[config.mk]
export PLATFORM = sky130hd
export DESIGN_NAME = xmr_drive_pipe
export DESIGN_NICKNAME = d
export VERILOG_FILES = /design/src/rtl/xmr_pipe_pkg.sv /design/src/rtl/xmr_drive_pipe_stage.sv /design/src/rtl/xmr_drive_pipe.sv
export SDC_FILE = /design/constraint.sdc
export NUM_CORES = 1
export LEC_CHECK = 0
export CORE_ASPECT_RATIO = 0.8
export CORE_MARGIN = 4
export CORE_UTILIZATION = 55
export CTS_CLUSTER_SIZE = 12
export DETAILED_ROUTE_END_ITERATION = 8
export PLACE_DENSITY = 0.78
export SETUP_SLACK_MARGIN = 0.3
export SYNTH_ARGS = -nofsm -noshare
export SYNTH_HDL_FRONTEND = slang
export SYNTH_SLANG_ARGS = --single-unit
[constraint.sdc]
create_clock -name clk -period 5.2 [get_ports clk]
set_clock_uncertainty 0.15 [all_clocks]
set_input_delay 1.04 -clock clk [delete_from_list [all_inputs] [get_ports clk]]
set_output_delay 1.04 -clock clk [all_outputs]
set_load 0.005 [all_outputs]
[src/rtl/xmr_pipe_pkg.sv]
// Shared encodings for the XMR drive pipeline: command codes, FSM states and
// a small command-decoding helper.
package xmr_pipe_pkg;

    localparam int MAX_STAGES = 8;

    typedef enum logic [1:0] {
        CMD_RELEASE = 2'b00,
        CMD_FORCE   = 2'b01,
        CMD_PULSE   = 2'b10,
        CMD_RSVD    = 2'b11
    } cmd_e;

    typedef enum logic [1:0] {
        IDLE = 2'b00,
        DOWN = 2'b01,
        UP   = 2'b10
    } state_e;

    // True for the commands that engage the override at the leaf.
    function automatic logic sets_force(input cmd_e cmd);
        return (cmd == CMD_FORCE) || (cmd == CMD_PULSE);
    endfunction

endpackage

[src/rtl/xmr_drive_pipe_stage.sv]
// One register slice of the XMR pipeline. Valid is reset; the payload has no
// reset and only loads when valid is high.
module xmr_pipe_stage #(
    parameter int PW = 1
) (
    input  logic          clk,
    input  logic          rst_n,
    input  logic          valid,
    input  logic [PW-1:0] data,
    output logic          valid_q,
    output logic [PW-1:0] data_q
);

    always_ff @(posedge clk or negedge rst_n) begin
        if (!rst_n) begin
            valid_q <= 1'b0;
        end else begin
            valid_q <= valid;
        end
    end

    always_ff @(posedge clk) begin
        if (valid) begin
            data_q <= data;
        end
    end

endmodule

[src/rtl/xmr_drive_pipe.sv]
// Carries a force/release command down STAGES slices to a leaf override mux and
// returns a completion through an equal-depth upward pipeline.
module xmr_drive_pipe
    import xmr_pipe_pkg::*;
#(
    parameter int WIDTH  = 1,
    parameter int STAGES = 2,
    parameter int LEN_W  = 8
) (
    input  logic             clk,
    input  logic             rst_n,
    input  logic             req_valid,
    output logic             req_ready,
    input  logic [1:0]       req_cmd,
    input  logic [WIDTH-1:0] req_data,
    input  logic [LEN_W-1:0] req_len,
    output logic             rsp_valid,
    output logic             rsp_err,
    input  logic [WIDTH-1:0] leaf_local,
    output logic [WIDTH-1:0] leaf_out,
    output logic             leaf_forced
);

    typedef struct packed {
        cmd_e             cmd;
        logic [WIDTH-1:0] data;
        logic [LEN_W-1:0] len;
    } down_pay_t;

    localparam int PAY_W = $bits(down_pay_t);

    if (STAGES < 0 || STAGES > MAX_STAGES) begin : g_bad_stages
        $error("xmr_drive_pipe: STAGES must be within 0..8");
    end

    // A zero length still yields a one-cycle pulse.
    function automatic logic [LEN_W-1:0] clamp_len(input logic [LEN_W-1:0] len);
        return (len == '0) ? LEN_W'(1) : len;
    endfunction

    state_e state_q;
    logic   ready_q;
    logic   accept;

    assign accept    = req_valid & ready_q;
    assign req_ready = ready_q;

    // Downward path: index 0 is the accepted command, index STAGES reaches the leaf.
    logic      dn_vld_p [STAGES+1];
    down_pay_t dn_pay_p [STAGES+1];

    assign dn_vld_p[0] = accept;
    assign dn_pay_p[0] = '{cmd: cmd_e'(req_cmd), data: req_data, len: req_len};

    for (genvar i = 0; i < STAGES; i++) begin : g_dn
        xmr_pipe_stage #(.PW(PAY_W)) u_stage (
            .clk     (clk),
            .rst_n   (rst_n),
            .valid   (dn_vld_p[i]),
            .data    (dn_pay_p[i]),
            .valid_q (dn_vld_p[i+1]),
            .data_q  (dn_pay_p[i+1])
        );
    end

    logic      dn_vld;
    down_pay_t dn_pay;

    assign dn_vld = dn_vld_p[STAGES];
    assign dn_pay = dn_pay_p[STAGES];

    logic             forced_q;
    logic             pulse_q;
    logic [WIDTH-1:0] force_val_q;
    logic [LEN_W-1:0] cnt_q;
    logic             app_vld_p;
    logic             app_err_p;

    // Leaf apply stage: an arriving command always beats a pulse countdown.
    always_ff @(posedge clk or negedge rst_n) begin
        if (!rst_n) begin
            forced_q    <= 1'b0;
            pulse_q     <= 1'b0;
            force_val_q <= '0;
            cnt_q       <= '0;
            app_vld_p   <= 1'b0;
            app_err_p   <= 1'b0;
        end else begin
            app_vld_p <= dn_vld;
            app_err_p <= dn_vld && (dn_pay.cmd == CMD_RSVD);
            if (dn_vld && dn_pay.cmd != CMD_RSVD) begin
                forced_q <= sets_force(dn_pay.cmd);
                pulse_q  <= (dn_pay.cmd == CMD_PULSE);
                cnt_q    <= (dn_pay.cmd == CMD_PULSE) ? clamp_len(dn_pay.len) : '0;
                if (sets_force(dn_pay.cmd)) begin
                    force_val_q <= dn_pay.data;
                end
            end else if (forced_q && pulse_q) begin
                if (cnt_q == LEN_W'(1)) begin
                    forced_q <= 1'b0;
                    pulse_q  <= 1'b0;
                    cnt_q    <= '0;
                end else begin
                    cnt_q <= cnt_q - LEN_W'(1);
                end
            end
        end
    end

    assign leaf_forced = forced_q;
    assign leaf_out    = forced_q ? force_val_q : leaf_local;

    // Upward path: completion travels back carrying only the error flag.
    logic up_vld_p [STAGES+1];
    logic up_err_p [STAGES+1];

    assign up_vld_p[0] = app_vld_p;
    assign up_err_p[0] = app_err_p;

    for (genvar i = 0; i < STAGES; i++) begin : g_up
        xmr_pipe_stage #(.PW(1)) u_stage (
            .clk     (clk),
            .rst_n   (rst_n),
            .valid   (up_vld_p[i]),
            .data    (up_err_p[i]),
            .valid_q (up_vld_p[i+1]),
            .data_q  (up_err_p[i+1])
        );
    end

    logic up_vld;
    logic up_err;
    logic rsp_valid_q;
    logic rsp_err_q;

    assign up_vld = up_vld_p[STAGES];
    assign up_err = up_err_p[STAGES];

    // Control FSM and response register; ready reopens with the response pulse.
    always_ff @(posedge clk or negedge rst_n) begin
        if (!rst_n) begin
            state_q     <= IDLE;
            ready_q     <= 1'b1;
            rsp_valid_q <= 1'b0;
            rsp_err_q   <= 1'b0;
        end else begin
            rsp_valid_q <= up_vld;
            rsp_err_q   <= up_vld & up_err;
            case (state_q)
                IDLE: begin
                    if (accept) begin
                        state_q <= DOWN;
                        ready_q <= 1'b0;
                    end
                end
                DOWN: begin
                    if (up_vld) begin
                        state_q <= IDLE;
                        ready_q <= 1'b1;
                    end else if (app_vld_p) begin
                        state_q <= UP;
                    end
                end
                UP: begin
                    if (up_vld) begin
                        state_q <= IDLE;
                        ready_q <= 1'b1;
                    end
                end
                default: begin
                    state_q <= IDLE;
                    ready_q <= 1'b1;
                end
            endcase
        end
    end

    assign rsp_valid = rsp_valid_q;
    assign rsp_err   = rsp_err_q;

endmodule
==> results.json <==
{
  "status": "finished clean",
  "root_buffer": "clkbuf_8",
  "cts.sinks": 46,
  "grt_pass1_vias": 1172,
  "r2r_end": "cnt_q[6]$_DFFE_PN0P_",
  "routed_via_density": 5.59,
  "fin_nets": 177,
  "worstHoldEndpoint": "g_up[1].u_stage.valid_q$_DFF_PN0_",
  "syn_nets": 153,
  "slew_headroom_pct": 34.7,
  "r2r-start": "cnt_q[0]$_DFFE_PN0P_",
  "hp-class": "reg2reg",
  "cts_resized": 0,
  "cp.arrival_ns": 2.14,
  "crit_chain": "clkdlybuf4s50_1, mux2_2, clkdlybuf4s50_1",
  "max_freq_mhz": 301,
  "fp.dieArea_sq_um": 4390,
  "worst_pin_slew_ns": 0.976,
  "vias": 1090,
  "die_h_um": 60.0,
  "cts_tree": "yes",
  "slowest_delay_ns": 0.44,
  "worst_setup_path_end_kind": "output port",
  "synthCells": 130,
  "hold_buffers": 0,
  "startpoint_type": "primary input",
  "routed_wl_um": 2880,
  "final_max_slew_viol_count": 0,
  "drc": 0,
  "peakVddDrop_mv": 0.265,
  "cp_common_cell": "clkdlybuf4s50_1",
  "yosys_warnings": 0,
  "path_clk_slew_ns": 0.08,
  "setup_violations": 0,
  "min_period_over_period_pct": 63.9,
  "yosysSeqAreaShare_pct": 68.3,
  "n_antenna_cell": 0,
  "layout_common_cells": "edfxtp_1, dfrtp_1, clkdlybuf4s50_1",
  "rr_worst_depth": 6,
  "internal_power_uw": 764,
  "clkPwrFrac_pct": 18.0,
  "first_iter_violations": 137,
  "synth.distinct_cells": 35,
  "dr.pass1.iters": 4,
  "pwr-share-seq_pct": 51.7,
  "grt_pass1_wl_um": 5100,
  "p_sw_share_pct": 32.0,
  "fp.dieW_um": 73.1,
  "area_growth_pct": 16.9,
  "gp_congestion": 0.832,
  "dp_slack_ns": 1.87,
  "postRouteAntennaNets": 0,
  "numCtsBuffers": 5,
  "cts_max_path_buffers": 2,
  "leakagePower_uw": 0.000862,
  "crit_slowest_cell": "clkdlybuf4s50_1",
  "start_util_pct": 58.6,
  "nFillCells": 223,
  "p_comb_share_pct": 30.2,
  "reg2reg_slack_ns": 3.16,
  "p_per_area_nw_per_um2": 516,
  "ys_ff_latch": 46,
  "hold_viol_final": 0,
  "layout_commonest_cell": "edfxtp_1",
  "holdPathStages": 0,
  "syn_avg_cell_area_sq_um": 14.3,
  "ios": 20,
  "crit_fanout": 1,
  "drive_above_1_share_pct": 11.0,
  "hpwlAfterDp_um": 2140,
  "maxCapViolations": 0,
  "final.setup.worst_slack_ns": 1.87,
  "required_ns": 4.01,
  "p_sw_uw": 359,
  "port_buffers": 19,
  "postCtsSetupBuffers": 0,
  "rsz0062_at_grt": "false",
  "wl_per_cell_um": 14.8,
  "min_from": "g_up[0].u_stage.valid_q$_DFF_PN0_",
  "h-tree-depth": 2,
  "antenna_found_initial": 0,
  "fp.coreArea_sq_um": 3180,
  "finalSetupTns_ns": 0,
  "grt_overflow": 0,
  "synth_area_sq_um": 1860,
  "grt_util_all_layers_pct": 15.7,
  "num_rows": 18,
  "criticalPathCategory": "in2out",
  "insertion_delay_ns": 0.29,
  "grt_max_degree": 23,
  "finalCriticalPeriod_ns": 3.33
}
flip-flops by register name (all words and copies together) (netlist names):
name / count
g_dn.u_stage.valid_q: 2
state_q: 2
force_val_q: 1
app_err_p: 1
leaf_forced: 1
g_up.u_stage.valid_q: 2
rsp_valid: 1
req_ready: 1
g_dn.u_stage.data_q: 22
rsp_err: 1
pulse_q: 1
app_vld_p: 1
g_up.u_stage.data_q: 2
cnt_q: 8
worst max-delay path: cells and delay by family:
| family | cells | cell delay (ns) |
|---|---|---|
| buf+inv | 2 | 0.84 |
| mux | 1 | 0.25 |
cell type report:
class,count,area [sq um],share of cell area (%)
Tap cell,40,50.0,2.30
Clock inverter,1,7.51,0.345
Sequential cell,46,1270,58.4
Multi-Input combinational cell,73,547,25.1
Inverter,9,33.8,1.55
Timing Repair Buffer,19,190,8.74
Clock buffer,7,76.3,3.51
metrics by stage:
| step | total power, uW | std cells | hold slack [ns] | utilization (%) | cell area [sq um] |
|---|---|---|---|---|---|
| after detailed placement | 924 | 187 | 0.228 | 65.9 | 2090 |
| final | 1120 | 195 | 0.248 | 68.6 | 2180 |
| after global placement | 895 | 187 | 0.215 | 65.9 | 2090 |
| after floorplan | 805 | 130 | 0.212 | - | 1860 |
| after CTS | 1130 | 195 | 0.253 | 68.6 | 2180 |
| after global routing | 1200 | 195 | 0.271 | 68.6 | 2180 |
power groups by stage:
stage	combinational (uW)	sequential, uW	clock (uW)
2_1_floorplan	239	566	0
3_3_place_gp	316	578	0
3_5_place_dp	336	589	0
4_1_cts	341	581	207
5_1_grt	380	597	225
6_report	340	581	203
layer usage:
metal	GRT usage, %	vias to the layer above	share of wire (%)
li1	-	524	-
met1	18.3	520	42
met2	27.4	39	50
met3	5.21	7	6.9
met4	5.26	0	1.2
met5	0	-	0
cell usage after synthesis:
library cell | number | area, sq um
a211o_1 | 1 | 8.76
a21o_1 | 2 | 15.0
a21oi_1 | 7 | 35.0
a22o_1 | 1 | 8.76
a2bb2oi_1 | 1 | 8.76
and2_1 | 3 | 18.8
buf_2 | 1 | 5.00
clkbuf_1 | 1 | 3.75
dfrtp_1 | 21 | 526
dfstp_2 | 1 | 26.3
edfxtp_1 | 24 | 721
ha_1 | 8 | 100
inv_1 | 9 | 33.8
mux2_2 | 4 | 45.0
mux2i_1 | 2 | 20.0
nand2_1 | 9 | 33.8
nand2b_1 | 3 | 18.8
nand3_1 | 2 | 10.0
nor2_1 | 2 | 7.51
nor2b_1 | 2 | 12.5
nor3_1 | 1 | 5.00
nor4_1 | 2 | 12.5
nor4_2 | 1 | 12.5
o211ai_1 | 3 | 22.5
o21ai_0 | 5 | 25.0
o21ai_1 | 3 | 15.0
o21ai_4 | 1 | 16.3
o2bb2ai_2 | 1 | 15.0
o311ai_1 | 1 | 8.76
o32a_1 | 1 | 10.0
or3_1 | 2 | 12.5
or3b_2 | 1 | 8.76
or4_1 | 2 | 15.0
or4_4 | 1 | 11.3
or4b_4 | 1 | 13.8
cell families (layout without fill, tap and decap cells):
kind of cell / Yosys count / after routing / share of synthesized area [%]
AOI/OAI and AO/OA: 27 / 27 / 10.1
and+or+nand+nor: 32 / 32 / 10.3
muxes: 6 / 6 / 3.49
adders and majority gates: 8 / 8 / 5.38
DFF: 46 / 46 / 68.3
buffers and inverters: 11 / 36 / 2.28
worst max-delay path by stage:
| stage | from | to | slack [ns] | cells after the start |
|---|---|---|---|---|
| after floorplan | leaf_local | leaf_out | 2.72 | 1 |
| after global placement | leaf_local | leaf_out | 1.88 | 3 |
| after detailed placement | leaf_local | leaf_out | 1.87 | 3 |
| after CTS | leaf_local | leaf_out | 1.87 | 3 |
| after global routing | leaf_local | leaf_out | 1.86 | 3 |
| final | leaf_local | leaf_out | 1.87 | 3 |
(Power assumes the default switching activity.)
